`src/rtl/tx_fcs_append.sv`:
```
// ---------------------------------------------------------------------------
// tx_fcs_append
//
// Purpose:
//   Byte-wide Ethernet transmit helper. It takes a frame with no FCS and passes
//   it straight through with zero latency. If the frame is shorter than
//   MIN_LEN bytes, it adds 0x00 pad bytes. It then appends the 4-byte
//   Ethernet FCS (CRC-32), sending the least-significant byte first.
//
// Parameters:
//   MIN_LEN   minimum frame length in bytes, excluding the FCS (0 = no pad)
//   CNT_W     width of the saturating payload+pad byte counter
//
// Ports:
//   clk        sole clock, rising edge
//   reset      synchronous active-high reset
//   clear      synchronous abort of the current frame (same effect as reset)
//   in_data    input frame byte
//   in_valid   in_data holds a valid byte
//   in_last    marks the final input byte of a frame (qualified by in_valid)
//   in_ready   block can accept in_data this cycle
//   out_data   outgoing byte: payload, pad or FCS
//   out_valid  out_data holds a valid byte
//   out_last   high with the final FCS byte only
//   out_ready  downstream accepts out_data this cycle
// ---------------------------------------------------------------------------
module tx_fcs_append #(
    parameter int MIN_LEN = 60,
    parameter int CNT_W   = 16
) (
    input  logic       clk,
    input  logic       reset,
    input  logic       clear,
    input  logic [7:0] in_data,
    input  logic       in_valid,
    input  logic       in_last,
    output logic       in_ready,
    output logic [7:0] out_data,
    output logic       out_valid,
    output logic       out_last,
    input  logic       out_ready
);

    localparam logic [31:0]      CRC_POLY  = 32'hEDB88320;
    localparam logic [31:0]      CRC_INIT  = 32'hFFFFFFFF;
    localparam logic [CNT_W-1:0] CNT_MAX   = '1;
    localparam logic [31:0]      MIN_LEN_U = 32'(MIN_LEN);

    typedef enum logic [1:0] {
        IDLE,
        DATA,
        PAD,
        FCS
    } txState_t;

    txState_t         r_state;
    txState_t         w_stateNext;
    logic [CNT_W-1:0] r_cnt;
    logic [CNT_W-1:0] w_cntNext;
    logic [CNT_W-1:0] w_cntInc;
    logic [31:0]      r_crc;
    logic [31:0]      w_crcNext;
    logic [31:0]      w_fcs;
    logic [1:0]       r_idx;
    logic [1:0]       w_idxNext;

    // Process one byte through the reflected CRC-32 register.
    // The byte is XORed into the low bits, then the register is shifted
    // right eight times, starting with the least-significant bit.
    function automatic logic [31:0] crcByte(input logic [31:0] crc,
                                            input logic [7:0]  data);
        logic [31:0] c;
        c = crc ^ {24'd0, data};
        for (int i = 0; i < 8; i++) begin
            c = c[0] ? ((c >> 1) ^ CRC_POLY) : (c >> 1);
        end
        return c;
    endfunction

    // The counter stops at its maximum value instead of wrapping around.
    // This matters only for frames longer than 2^CNT_W-1 bytes.
    assign w_cntInc = (r_cnt == CNT_MAX) ? r_cnt : r_cnt + 1'b1;

    // The CRC register does not change while in FCS.
    // So its inverted value stays fixed until the last FCS byte has left.
    assign w_fcs = ~r_crc;

    // Next-state and output logic.
    // In IDLE and DATA the input is wired straight through to the output.
    // In PAD and FCS the block generates its own bytes and stalls the input.
    // Nothing advances unless an output transfer happens, so a low out_ready
    // freezes the whole block.
    always_comb begin
        w_stateNext = r_state;
        w_cntNext   = r_cnt;
        w_crcNext   = r_crc;
        w_idxNext   = r_idx;
        in_ready    = 1'b0;
        out_valid   = 1'b0;
        out_data    = 8'h00;
        out_last    = 1'b0;

        case (r_state)
            IDLE, DATA: begin
                out_data  = in_data;
                out_valid = in_valid;
                in_ready  = out_ready;
                if (in_valid && out_ready) begin
                    w_cntNext = w_cntInc;
                    w_crcNext = crcByte(r_crc, in_data);
                    if (in_last) begin
                        w_stateNext = (32'(w_cntInc) < MIN_LEN_U) ? PAD : FCS;
                    end else begin
                        w_stateNext = DATA;
                    end
                end
            end

            PAD: begin
                out_valid = 1'b1;
                out_data  = 8'h00;
                if (out_ready) begin
                    w_cntNext = w_cntInc;
                    w_crcNext = crcByte(r_crc, 8'h00);
                    if (32'(w_cntInc) >= MIN_LEN_U) begin
                        w_stateNext = FCS;
                    end
                end
            end

            FCS: begin
                out_valid = 1'b1;
                out_last  = (r_idx == 2'd3);
                case (r_idx)
                    2'd0:    out_data = w_fcs[7:0];
                    2'd1:    out_data = w_fcs[15:8];
                    2'd2:    out_data = w_fcs[23:16];
                    default: out_data = w_fcs[31:24];
                endcase
                if (out_ready) begin
                    if (r_idx == 2'd3) begin
                        w_stateNext = IDLE;
                        w_idxNext   = 2'd0;
                        w_cntNext   = '0;
                        w_crcNext   = CRC_INIT;
                    end else begin
                        w_idxNext = r_idx + 2'd1;
                    end
                end
            end

            default: begin
                w_stateNext = IDLE;
            end
        endcase
    end

    // State register.
    // reset and clear both drop any partial frame and take priority over
    // any transfer happening in the same cycle.
    always_ff @(posedge clk) begin
        if (reset || clear) begin
            r_state <= IDLE;
            r_cnt   <= '0;
            r_crc   <= CRC_INIT;
            r_idx   <= 2'd0;
        end else begin
            r_state <= w_stateNext;
            r_cnt   <= w_cntNext;
            r_crc   <= w_crcNext;
            r_idx   <= w_idxNext;
        end
    end

endmodule

```
`config.mk`:
```
export PLATFORM = sky130hd
export DESIGN_NAME = tx_fcs_append
export DESIGN_NICKNAME = d
export VERILOG_FILES = /design/src/rtl/tx_fcs_append.sv
export SDC_FILE = /design/constraint.sdc
export NUM_CORES = 1
export LEC_CHECK = 0
export CORE_ASPECT_RATIO = 0.5
export CORE_UTILIZATION = 45
export DETAILED_ROUTE_END_ITERATION = 8
export PLACE_DENSITY = 0.74
export SYNTH_ARGS = -nofsm -noshare
export SYNTH_HDL_FRONTEND = slang
export SYNTH_SLANG_ARGS = --single-unit
```
`constraint.sdc`:
```
create_clock -name clk -period 3.2 [get_ports clk]
set_input_delay 0.64 -clock clk [delete_from_list [all_inputs] [get_ports clk]]
set_output_delay 0.64 -clock clk [all_outputs]
set_load 0.05 [all_outputs]
```
* After elaboration in Yosys (flattened, before gate mapping) *
Index checks and enable logic that the tools add are counted.

operators by class
  $add $sub $neg = 2
  order comparisons = 2
  equality and inequality tests = 12
  mux-type cells = 41
  bitwise logic cells = 18
  reduce and logical (&&, ||, !) cells = 9

operator list
  cell                     number
  $mux W32                 20
  $not A13 Y14             16
  $pmux W32 S3             1
  $mux W16                 5
  $pmux W16 S3             1
  $pmux W8 S3              2
  $not A32 Y32             1
  $xor A32 B8 Y32          1
  $add A16 B1 Y16 const B  1
  $eq A16 B16 Y1 const B   1
  $ge A16 B6 Y1 const B    1
  $lt A16 B6 Y1 const B    1
  $mux W2                  7
  $ne A2 B2 Y1 const B     5
  $eq A2 B2 Y1 const B     4
  $pmux W2 S3              1
  $reduce_and A5 Y1        1
  $eq A2 B1 Y1 const B     2
  $logic_not A2 Y1         2
  $reduce_and A4 Y1        1
  $reduce_or A2 Y1         2
  $mux W1                  3
  $add A2 B1 Y2 const B    1
  $pmux W1 S2              1
  3 further kinds          3

storage, ports and cells
  bits in registers = 52
  input bits = 14
  output and inout bits = 11
  word-level logic and storage cells = 88

* Longest topological paths before layout *
  depth after elaboration = 19
  depth in mapped cells = 8
  gate-level depth less buffers = 7

* Worst setup path before layout *
OpenSTA, ideal clock, no wires.

  kind = reg2out
  start point = reg r_idx[0]
  end point = out out_data[0]
  arrival = 2208 ps
  required time = 2560 ps
  path slack = 352 ps
  cell stages (with the launch flop) = 7
  buffers on the path = 2
  cell sequence = dfxtp_1 ha_1 clkbuf_1 clkbuf_1 nand2_1 o311ai_0 o21ai_0

between the ends
  word-level cells in the longest chain between the ends = 3
  elaborated cells between the ends (all ways) = 5
  those cells by class = eq/ne (2); mux (2); reduce/logical (1)

ends and longest elaborated chain
  what                                  RTL line  source
  start: declaration                    64        logic [1:0] r_idx;
  start signal: assignment              171       r_idx <= w_idxNext;
  $eq A2 B2 Y1 (tied with other cells)  134       case (r_idx)
  $pmux W8 S3 *                         134
  $pmux W8 S3 *                         103       case (r_state)
  end: declaration                      38        output logic [7:0] out_data,

Every way passes the cells marked *; elsewhere a longest branch is shown, timed or not.

* Final worst setup path *
Ends and elaborated chain as after synthesis.

==> results_dict.tcl <==
set metrics [dict create \
    pre_cts_ws_ps 176 \
    synth_warnings 0 \
    synth_compound_area_frac 0.208 \
    r2r_start "r_crc[4]" \
    coreArea_um2 9070 \
    synth_top_family_by_area "XOR/XNOR gates" \
    insertion_delay_ps 300 \
    synth_fa_ha_area_frac 0.0143 \
    cts.sinks 52 \
    holdCritPathClass "flip-flop to flip-flop" \
    synth_edf_count 0 \
    min_period_over_period 0.965 \
    r2r-end "r_crc[23]" \
    tightest_slew_ps 962 \
    synthArstFlopShare 0 \
    yosysTopAreaCell "dfxtp_1" \
    grt_use_total 0.258 \
    clkTransAtPathRegs_ps 70 \
    peakVddDrop_mv 0.202 \
    synth.top_cell.area_share 0.238 \
    worst_slack_ps 113 \
    drive_gt1_frac 0.102 \
    ys_ff_latch 52 \
    finClkSkew_ps 6.54 \
    stdcell_count 671 \
    synthesis.area_um2 4370 \
    ant_nets 0 \
    place_area_um2 4790 \
    synth_xor_area_frac 0.313 \
    grt_first_pass_wirelength_um 20000 \
    vias_per_cell 5.86 \
    rr_worst_depth 6 \
    power_density_nw_per_um2 422 \
    fp.dieArea_um2 10100 \
    startpoint "r_idx[0]" \
    clock.fmax_ghz 0.324 \
    r2r_slack_ps 660 \
    p_leak_nw 1.66 \
    cts_tree "built" \
    postCtsSetupBuffers 0 \
    critPathKind "flip-flop to output port" \
    met3_usage 0.0615 \
    gp_congestion 0.986 \
    critPathArrivalTime_ps 2450 \
    dr.pass1.iters 5 \
    nNetsFinal 559 \
    timing.hold.ws_ps 513 \
    grt_pass1_vias 3697 \
    area_delta_synth_final_pct 13.8 \
    dpl.hpwl_um 8640 \
    cts_resized 0 \
    clock_path_buffers 2 \
    initial_core_util 0.482 \
    synth_area_leaders "dfxtp_1 24%, xnor2_1 20%, xor2_1 5.8%" \
    n_antenna_cell 0 \
    initialDrtViolationCount 301 \
    setup_viol 0 \
    overflow 0 \
    cp-start-kind "flip-flop" \
    synth_mux_area_frac 0.00687 \
    grt-busiest-layer "met2" \
    cp-end-kind "output port" \
    die_h_um 71.7 \
    synth_ff_type "dfxtp_1" \
    num_vias 3934 \
    placed_cells 663 \
    cts_hold_buf 0 \
    port_buffers 24 \
    grt_start_max_net_pins 37 \
    synth-simple-area-share 0.162 \
    outcome "completed" \
    min_path_cells 2 \
    wire_per_inst_um 18.3 \
    syn_area_per_cell_um2 8.17 \
    htreeDepth 2 \
    rsz0062_at_grt "false" \
    die_w_um 141 \
    cts-root-buf "clkbuf_16" \
    hold_violations 0 \
    setup-tns-final_ps 0 \
    antenna_found_initial 0 \
    ys_seq_area_frac 0.238 \
    synth_cell_type_count 58 \
    endpoint "out_data[0]" \
    max_slew_margin 0.356 \
    min_from "r_crc[9]" \
    design_area_um2 4970 \
    drc 0 \
    use_met1 0.349 \
    io_pins 25 \
    gr-usage-met2 0.411 \
    fill_cells 872 \
    cts_buffers 5 \
    crit_fanout 8 \
    row_count 24 \
    wl_um 12300 \
    cap_violations 0 \
    syn_inst 535 \
    worstPathRequired_ps 2560 \
    syn_nets 554 \
    final_max_slew_viol_count 0 \
    fin_crit_ps 3090 \
]
==> cells by family after synthesis <==
kind of cell	Yosys count
AO/OA/AOI/OAI	137
XOR/XNOR	140
adder cells (fa/ha/maj)	5
buffers and inverters	56
flip-flops	52
multiplexers	3
AND/OR/NAND/NOR	142
==> metrics by stage <==
step / util / total power [W]
after floorplan: - / 0.00126
after global placement: 0.529 / 0.00144
after detailed placement: 0.529 / 0.00145
after CTS: 0.548 / 0.00211
after global routing: 0.548 / 0.00221
final: 0.548 / 0.00210
==> synthesized netlist by cell type (5+ instances only) <==
cell and n:
nand4_1 6, nand3_1 27, o311ai_0 7, buf_2 5, nor4_1 5, clkbuf_1 35, o21ai_0 28, a21oi_1 32
inv_1 7, xor2_1 29, nor2_1 16, nand2_1 45, dfxtp_1 52, xnor2_1 99, nor3_1 12, ha_1 5
o221ai_1 15, nor2b_1 10, o22ai_1 17
==> where the power goes <==
part | internal [W] | switching (W) | leakage, nW
Sequential | 0.000666 | 0.0000361 | 0.423
Combinational | 0.000356 | 0.000388 | 1.15
Clock | 0.000392 | 0.000258 | 0.0871
Total | 0.00142 | 0.000682 | 1.66
==> sequential cells by signal, indices dropped and copies added, names as in the netlist <==
signal and count:
r_cnt 16, r_idx 2, r_state 2, r_crc 32
==> final cells by class <==
class / instances / area (um2) / area share
Multi-Input combinational cell: 427 / 3090 / 0.622
Sequential cell: 52 / 1040 / 0.209
Timing Repair Buffer: 46 / 470 / 0.0946
Tap cell: 130 / 163 / 0.0327
Clock buffer: 6 / 139 / 0.0279
Clock inverter: 2 / 38.8 / 0.00780
Inverter: 8 / 30.0 / 0.00604
==> cells in the final DEF (no fill, tap or decap), drive strengths merged, types with 3 or more instances in the layout <==
cell / n
clkbuf: 6
a31oi: 4
xnor3: 3
nor2b: 10
buf: 31
a41oi: 3
nand2: 45
clkdlybuf4s50: 15
nor2: 16
a211o: 4
xnor2: 104
nand3: 27
nor3: 13
or2: 3
o221ai: 15
o21a: 3
nor4: 5
a311oi: 3
o211ai: 4
a221oi: 4
a21oi: 32
ha: 5
o21ai: 30
and4: 3
nand4: 6
inv: 7
mux2i: 3
nand2b: 3
o22ai: 17
o311ai: 7
dfxtp: 52
xor2: 33
==> how the worst min path moves through the flow <==
stage,endpoint,slack (ps)
floorplan,r_crc[31],470
global placement,r_crc[9],490
detailed placement,r_cnt[9],510
CTS,r_cnt[9],520
global route,r_cnt[9],540
finish,r_crc[9],510
==> layer usage <==
layer | up-vias | wire length, um | share of wire
met4 | 0 | 163 | 0.013
li1 | 1904 | - | -
met5 | - | 0 | 0
met2 | 155 | 5490 | 0.45
met1 | 1853 | 5630 | 0.46
met3 | 22 | 993 | 0.081
==> critical path, cell delays in order, from the launching register on <==
cell and delay, ps:
dfxtp_1 400, inv_1 90, ha_1 190, inv_1 310, o22ai_1 130, o311ai_0 550
o21ai_0 260, buf_12 210
Power figures use the tool's default switching activity.
